**src/rtl/exponent_bit_streamer_if.sv**
```systemverilog
// Load/stream handshake bundle between the exponent streamer and its
// producer (load side) and the Montgomery accumulator (bit side).
interface exponent_bit_streamer_if #(
  parameter int REGISTER_SIZE = 32,
  parameter int BITS_IN_N     = 2048
);
  localparam int IDX_W = $clog2(BITS_IN_N);

  logic                     valid_in;
  logic [REGISTER_SIZE-1:0] data_in;
  logic                     ready_out;
  logic                     reload_in;
  logic                     consumed_in;
  logic                     n_bit_out;
  logic                     bit_valid_out;
  logic [IDX_W-1:0]         bit_idx_out;
  logic                     last_bit_out;
  logic                     done_out;

  modport master (
    output valid_in, data_in, reload_in, consumed_in,
    input  ready_out, n_bit_out, bit_valid_out, bit_idx_out, last_bit_out, done_out
  );

  modport slave (
    input  valid_in, data_in, reload_in, consumed_in,
    output ready_out, n_bit_out, bit_valid_out, bit_idx_out, last_bit_out, done_out
  );
endinterface

```
**src/rtl/exponent_bit_streamer.sv**
```systemverilog
// Stores the Paillier modulus exponent N as REGISTER_SIZE-bit words and replays
// it one bit per consumed pulse, LSB first, cyclically until a reload.
module exponent_bit_streamer #(
  parameter int REGISTER_SIZE = 32,
  parameter int BITS_IN_N     = 2048
) (
  input logic                    clk_in,
  input logic                    rst_n_in,
  exponent_bit_streamer_if.slave bus
);
  localparam int WORDS  = BITS_IN_N / REGISTER_SIZE;
  localparam int IDX_W  = $clog2(BITS_IN_N);
  localparam int OFF_W  = $clog2(REGISTER_SIZE);
  localparam int LIDX_W = (WORDS > 1) ? $clog2(WORDS) : 1;

  typedef enum logic {
    LOAD,
    STREAM
  } state_e;

  state_e                   state_q;
  logic [LIDX_W-1:0]        loadIdx_q;
  logic [IDX_W-1:0]         bitIdx_q;
  logic [REGISTER_SIZE-1:0] curWord_q;
  logic                     done_q;
  logic [REGISTER_SIZE-1:0] words_q [WORDS];

  logic                     isLoad;
  logic                     accept;
  logic                     loadDone;
  logic                     atLastBit;
  logic                     atWordEnd;
  logic [LIDX_W-1:0]        nextWord;
  logic [REGISTER_SIZE-1:0] firstWord;

  assign isLoad    = (state_q == LOAD);
  assign accept    = isLoad && rst_n_in && bus.valid_in && !bus.reload_in;
  assign loadDone  = accept && (loadIdx_q == LIDX_W'(WORDS - 1));
  assign atLastBit = (bitIdx_q == IDX_W'(BITS_IN_N - 1));
  assign atWordEnd = (bitIdx_q[OFF_W-1:0] == OFF_W'(REGISTER_SIZE - 1));
  assign nextWord  = LIDX_W'(bitIdx_q >> OFF_W) + LIDX_W'(1);
  // A single-word exponent has not yet landed in the array when it is accepted.
  assign firstWord = (WORDS == 1) ? bus.data_in : words_q[0];

  assign bus.ready_out     = isLoad && rst_n_in;
  assign bus.bit_valid_out = !isLoad;
  assign bus.last_bit_out  = !isLoad && atLastBit;
  assign bus.n_bit_out     = curWord_q[0];
  assign bus.bit_idx_out   = bitIdx_q;
  assign bus.done_out      = done_q;

  // Exponent storage is deliberately not reset; a reload overwrites it in full.
  always_ff @(posedge clk_in) begin
    if (accept) begin
      words_q[loadIdx_q] <= bus.data_in;
    end
  end

  always_ff @(posedge clk_in or negedge rst_n_in) begin
    if (!rst_n_in) begin
      state_q   <= LOAD;
      loadIdx_q <= '0;
      bitIdx_q  <= '0;
      curWord_q <= '0;
      done_q    <= 1'b0;
    end else begin
      done_q <= 1'b0;
      if (bus.reload_in) begin
        state_q   <= LOAD;
        loadIdx_q <= '0;
      end else if (state_q == STREAM) begin
        if (bus.consumed_in) begin
          if (atLastBit) begin
            bitIdx_q  <= '0;
            curWord_q <= words_q[0];
            done_q    <= 1'b1;
          end else if (atWordEnd) begin
            bitIdx_q  <= bitIdx_q + IDX_W'(1);
            curWord_q <= words_q[nextWord];
          end else begin
            bitIdx_q  <= bitIdx_q + IDX_W'(1);
            curWord_q <= curWord_q >> 1;
          end
        end
      end else if (accept) begin
        if (loadDone) begin
          state_q   <= STREAM;
          loadIdx_q <= '0;
          bitIdx_q  <= '0;
          curWord_q <= firstWord;
        end else begin
          loadIdx_q <= loadIdx_q + LIDX_W'(1);
        end
      end
    end
  end
endmodule

```
**src/flat_wrapper.sv**
```systemverilog
// flat-port wrapper written by rule: the top's interface ports become plain ports
module exponent_bit_streamer_flat 
#(
  parameter int REGISTER_SIZE = 32,
  parameter int BITS_IN_N     = 2048
)
  (clk_in, rst_n_in, bus_valid_in, bus_data_in, bus_reload_in, bus_consumed_in, bus_ready_out, bus_n_bit_out, bus_bit_valid_out, bus_bit_idx_out, bus_last_bit_out, bus_done_out);
  exponent_bit_streamer_if #(.REGISTER_SIZE(REGISTER_SIZE), .BITS_IN_N(BITS_IN_N)) bus_i ();
  input logic clk_in;
  input logic rst_n_in;
  input wire logic [$bits(bus_i.valid_in)-1:0] bus_valid_in;
  input wire logic [$bits(bus_i.data_in)-1:0] bus_data_in;
  input wire logic [$bits(bus_i.reload_in)-1:0] bus_reload_in;
  input wire logic [$bits(bus_i.consumed_in)-1:0] bus_consumed_in;
  output wire logic [$bits(bus_i.ready_out)-1:0] bus_ready_out;
  output wire logic [$bits(bus_i.n_bit_out)-1:0] bus_n_bit_out;
  output wire logic [$bits(bus_i.bit_valid_out)-1:0] bus_bit_valid_out;
  output wire logic [$bits(bus_i.bit_idx_out)-1:0] bus_bit_idx_out;
  output wire logic [$bits(bus_i.last_bit_out)-1:0] bus_last_bit_out;
  output wire logic [$bits(bus_i.done_out)-1:0] bus_done_out;
  assign bus_i.valid_in = bus_valid_in;
  assign bus_i.data_in = bus_data_in;
  assign bus_i.reload_in = bus_reload_in;
  assign bus_i.consumed_in = bus_consumed_in;
  assign bus_ready_out = bus_i.ready_out;
  assign bus_n_bit_out = bus_i.n_bit_out;
  assign bus_bit_valid_out = bus_i.bit_valid_out;
  assign bus_bit_idx_out = bus_i.bit_idx_out;
  assign bus_last_bit_out = bus_i.last_bit_out;
  assign bus_done_out = bus_i.done_out;
  exponent_bit_streamer #(.REGISTER_SIZE(REGISTER_SIZE), .BITS_IN_N(BITS_IN_N)) u_core (.clk_in(clk_in), .rst_n_in(rst_n_in), .bus(bus_i));
endmodule
```
**config.mk**
```make
export PLATFORM = sky130hd
export DESIGN_NAME = exponent_bit_streamer_flat
export DESIGN_NICKNAME = d
export VERILOG_FILES = /design/src/rtl/exponent_bit_streamer_if.sv /design/src/rtl/exponent_bit_streamer.sv /design/src/flat_wrapper.sv
export SDC_FILE = /design/constraint.sdc
export NUM_CORES = 2
export LEC_CHECK = 0
export BUFFER_PORTS_ARGS = -buffer_cell sky130_fd_sc_hd__clkbuf_2
export CAP_MARGIN = 20
export CORE_MARGIN = 2
export CORE_UTILIZATION = 35
export CTS_CLUSTER_SIZE = 12
export DETAILED_ROUTE_END_ITERATION = 6
export PLACE_DENSITY = 0.59
export SLEW_MARGIN = 10
export SYNTH_ARGS = -nofsm -noshare
export SYNTH_HDL_FRONTEND = slang
export SYNTH_SLANG_ARGS = --single-unit
```
**constraint.sdc**
```tcl
create_clock -name clk_in -period 4.3 [get_ports clk_in]
set_input_delay 0.215 -clock clk_in [delete_from_list [all_inputs] [get_ports clk_in]]
set_output_delay 0.215 -clock clk_in [all_outputs]
set_load 0.005 [all_outputs]
```
==> After elaboration in Yosys (flattened, before gate mapping) <==
Memory sizes are Yosys's and may differ from the RTL's.
Cells that the tools add are included.
Widths: inputs -> output; s select.
{ "word_totals": {"reg_bits": 51, "inputBits": 37, "output_inout_bits": 16, "latchBits": 0, "n_memories": 1, "romBits": 0, "ram_bits": 2048} }
{ "op_classes": {"n_eq_ne": 5, "addsub": 3, "n_lt_le_gt_ge": 0, "n_div": 0, "n_reduce_logical": 11, "n_shift": 0, "muxes": 25, "n_mul": 0, "bitwise_logic": 2} }
{ "memory_table": {"columns": ["memory", "depth", "word_bits", "read_ports", "rd_clocked_by_memory_dff", "wr", "line", "source"], "rows": [
  ["u_core.words_q", 64, 32, 2, 0, 1, "exponent_bit_streamer.sv:26", "logic [REGISTER_SIZE-1:0] words_q [WORDS];"]
]} }
{ "ops": {"columns": ["operator", "count"], "rows": [
  ["$mux 32", 6],
  ["$mux 11", 5],
  ["$mux 6", 4],
  ["$add 6x1->6 const B", 2],
  ["$add 11x1->11 const B", 1],
  ["$eq 11x11->1 const B", 1],
  ["$mux 1", 10],
  ["$eq 6x6->1 const B", 1],
  ["$reduce_bool 2->1", 3],
  ["$eq 5x5->1 const B", 1],
  ["$logic_and 1x1->1", 5],
  ["$ne 2x2->1 const B", 2],
  ["$reduce_and 4->1", 1],
  ["$not 1->1", 2],
  ["$reduce_and 2->1", 1],
  ["$logic_not 1->1", 1]
]} }

==> Longest topological paths before layout <==
{ "depth": {"word_depth": 9, "depth_mapped": 10, "depth_no_buf": 8} }

==> Least setup slack after synthesis <==
Ideal clock, no wire load.
{ "synth_timing": {"path_kind": "reg2reg", "start": "reg u_core.loadIdx_q[2]", "end": "mem u_core.words_q[60][0], enable pin", "slack_ps": 1037, "n_path_buf": 1, "stages_incl_launch_ff": 5, "arrival_ps": 2842, "cell_sequence": "dfrtp_1 > clkbuf_1 > or3b_2 > or3_1 > nor2_1"} }
{ "synth_rtl": {"columns": ["item", "line", "source"], "rows": [
  ["start: declaration", "exponent_bit_streamer.sv:22", "logic [LIDX_W-1:0] loadIdx_q;"],
  ["start signal: assignment", "exponent_bit_streamer.sv:92", "loadIdx_q <= loadIdx_q + LIDX_W'(1);"],
  ["end: declaration", "exponent_bit_streamer.sv:26", null]
]} }
Straight into the memory's write port.

==> Worst setup path after layout <==
{ "layout_timing": {"start": "reg u_core.bitIdx_q[5], in the netlist u_core.bus.bit_idx_out[5]", "end": "reg u_core.curWord_q[24]"} }
{ "layout_between": {"elab_chain_cells": 6, "elab_cells_between_ends": 7} }
{ "layout_rtl": {"columns": ["item", "line", "source"], "rows": [
  ["start: declaration", "exponent_bit_streamer.sv:23", "logic [IDX_W-1:0] bitIdx_q;"],
  ["start signal: assignment", "exponent_bit_streamer.sv:78", "bitIdx_q <= bitIdx_q + IDX_W'(1);"],
  ["start signal: assignment", "exponent_bit_streamer.sv:81", "bitIdx_q <= bitIdx_q + IDX_W'(1);"],
  ["$add 6x1->6", "exponent_bit_streamer.sv:41", "assign nextWord = LIDX_W'(bitIdx_q >> OFF_W) + LIDX_W'(1);"],
  ["$mem_v2 64x32", null, null],
  ["$mux 32", "exponent_bit_streamer.sv:77", "end else if (atWordEnd) begin"],
  ["$mux 32 (*)", "exponent_bit_streamer.sv:73", "if (atLastBit) begin"],
  ["$mux 32 (*)", "exponent_bit_streamer.sv:72", "if (bus.consumed_in) begin"],
  ["$mux 32 (*)", "exponent_bit_streamer.sv:71", "end else if (state_q == STREAM) begin"],
  ["end signal: assignment", "exponent_bit_streamer.sv:75", "curWord_q <= words_q[0];"],
  ["end signal: assignment", "exponent_bit_streamer.sv:79", "curWord_q <= words_q[nextWord];"],
  ["end signal: assignment", "exponent_bit_streamer.sv:82", "curWord_q <= curWord_q >> 1;"],
  ["end: declaration", "exponent_bit_streamer.sv:24", "logic [REGISTER_SIZE-1:0] curWord_q;"]
]} }
Mark *: on every way between the ends. The rest lies on a longest branch, timed or not. The select of a mux whose other input is x is not followed.
A chain may end at the register's enable or synchronous reset.

==> run metrics <==
layout net count 4151; clk buf depth 3; Crit. End Element register; max cap viols 0; CP Launch Type register; Worst slew margin 0.233; ant diodes 0; RSZ-0062 raised after global routing false; share of post-route cells with drive strength above 1 0.250; clk slew on worst S/H paths 0.06 ns; # port buffers 52; Place WS 0.736 ns; post-detailed-route wirelength per cell 29.3 µm; Setup-failing EPs final 0; total wire length between 200000 and 250000 µm; sequential area share after synthesis 0.775; Leakage 27.8 nW; Num CTS Buffers 210; CP top delay family adder cells; Post-synth ARST share 0.0243; Pins Over Slew Limit 0; Skew-Pair Late Insertion Delay 0.84 ns; Synth area leaders edfxtp_1 (76%), mux4_2 (14%), nand2_1 (2.0%), dfrtp_1 (1.6%), nand3_1 (1.1%); syn nets 3935; clock sink count 2099; HPWL after DPL about 120000 µm; Setup WS post-layout about 0.76 ns; WHS 0.0358 ns; number of synthesized register bits 2099; top-area cell type share of the netlist area 0.759; final hold violation count 0; cell area after synthesis 81000 µm²; CP arrival 4.30 ns; largest net degree at the start of global routing 101; Mapped Cells around 3.9k; CTS resizes 0; Initial Util 0.352; Buf/Inv on CP 2; Clock Skew ~0.052 ns; full die area approximately 240000 µm²; Vias/cell 5.52; max incr delay on CP 0.80 ns; Worst VDD drop 0.353 mV; CP max-delay cell ha_4; fillers between 20k and 25k; Cell Pwr Density 435 nW/µm²; flop2flop setup slack approximately 0.76 ns; Post-synth top cells edfxtp_1 (2048), mux4_2 (516), nand2_1 (422); die height 485 µm; Distinct cells, synth 53; EDFF count, synth about 2k; I/O pin cnt 53; Final TNS setup 0 ns; Synth Flop Type edfxtp_1; initial DRC count 4764; area leader, netlist edfxtp_1; total grt overflow 0; antenna violations before repair 0; drt first pass iters 6; Period minus WS final about 3.5 ns; first-pass GRT wire length 306000 µm; synth warn 0; synthesis-to-finish area growth 14.6%; status finished clean; most used cell, CP buf_4; Worst EP required 5.06 ns; Fmax 0.283 GHz; drc violations 0; Placed Instances ~6.9k; CP Max Fanout 28; placeable core area 230000 µm²; H-tree depth 4; critical-path cell list ha_4 > buf_4 > buf_4 > mux4_2 > nand2_1 > a32oi_1 > nand4_1 > nand3_1; count leader, synth edfxtp_1; vias 40.2k; Cell Rows 176; Root Buffer clkbuf_16; period utilization 0.822; Worst Hold Class in2reg; WS Path Type reg2reg; worst-margin pin slew 1.14 ns; routability cong. 0.831; Final Non-Filler Cells 7281; Mean Syn Cell Area 20.8 µm²; Die Wd approximately 490 µm; CTS tree yes; Total Routing Usage GR 0.180; Post-DRT Antenna Nets 0; number of global-route vias before repair between 40k and 50k
[cell usage in the layout, fill, tap and decap left out, types with 5 or more instances in the layout]
cell,n
edfxtp_1,2048
mux4_2,516
nand2_1,422
clkbuf_16,212
nand3_1,171
buf_4,116
a21oi_1,70
mux2i_1,69
clkbuf_1,67
nor2_4,64
nand4_1,60
a32oi_1,59
clkbuf_2,51
dfrtp_1,50
buf_12,47
clkinv_1,46
nand3b_1,36
nor2_1,15
dlygate4sd3_1,15
or3_1,12
o21ai_0,12
clkinv_2,10
nor3_1,5
inv_6,5
clkbuf_8,5
[flip-flops by register name, indices dropped and copies added, names as in the netlist]
name and flops:
u_core.bus.bit_idx_out 11, u_core.bus.bit_valid_out 1, u_core.bus.done_out 1, u_core.curWord_q 32
u_core.loadIdx_q 6, u_core.words_q 2048
[power breakdown]
part / switching (W) / internal [W] / total [W]
combinational: 0.000689 / 0.000247 / 0.000937
clock: 0.00757 / 0.00935 / 0.0169
sequential: 0.0000378 / 0.0225 / 0.0225
total: 0.00829 / 0.0321 / 0.0404
[layout make-up]
class                   count  area [µm²]  share of cell area
flip-flops and latches   2099       62800               0.676
inverters                   6        22.5            0.000243
clock buffers             284        5630              0.0606
multi-input cells        1562       17800               0.191
clock inverters            73         578             0.00623
well taps                3026        3790              0.0408
repair buffers            231        2250              0.0242
[final timing paths]
check                                                             end  cells past startpoint                                  start
worst max-delay path                 u_core.curWord_q[24]$_DFFE_PN0P_                      8  u_core.bus.bit_idx_out[5]$_DFFE_PN0P_
worst min-delay path                 u_core.words_q[55][14]$_DFFE_PP_                      2                        bus_data_in[14]
worst max register to register       u_core.curWord_q[24]$_DFFE_PN0P_                      8  u_core.bus.bit_idx_out[5]$_DFFE_PN0P_
worst min register to register       u_core.curWord_q[12]$_DFFE_PN0P_                      2       u_core.curWord_q[12]$_DFFE_PN0P_
max in group asynchronous       u_core.bus.bit_idx_out[5]$_DFFE_PN0P_                      3                               rst_n_in
min in group asynchronous               u_core.bus.done_out$_DFF_PN0_                      3                               rst_n_in
[routing by layer]
metal	vias to the layer above	global-route usage	part of all wire
li1	16495	-	-
met1	21748	0.250	0.42
met2	1658	0.291	0.49
met3	305	0.0281	0.068
met4	0	0.0563	0.029
met5	-	0	0
[timing repair]
| item | 4_1_cts | 5_1_grt |
|---|---|---|
| hold buffers | 14 | 1 |
| endpoints found under the hold margin | 218 | 14 |
| setup buffers | 0 | 0 |
[metrics by stage]
| stage | util | power [W] | cell area (µm²) |
|---|---|---|---|
| 6_report | 0.403 | 0.0404 | 92800 |
| 5_1_grt | 0.403 | 0.0415 | 92800 |
| 4_1_cts | 0.403 | 0.0406 | 92800 |
| 3_5_place_dp | 0.376 | 0.0239 | 86400 |
| 3_3_place_gp | 0.375 | 0.0239 | 86400 |
| 2_1_floorplan | - | 0.0233 | 81000 |
[kinds of logic (layout without fill, tap and decap cells)]
family                   after synthesis  after routing  share of synthesized area
flip-flops                          2099           2099                      0.775
AND/OR/NAND/NOR                      801            801                     0.0446
multiplexers                         587            587                      0.152
buffers and inverters                233            594                     0.0123
AO/OA/AOI/OAI                        162            162                     0.0140
XOR/XNOR                               8              8                   0.000958
adder cells (fa/ha/maj)                4              4                   0.000618
Note: power is estimated with default switching activity, not from simulation.
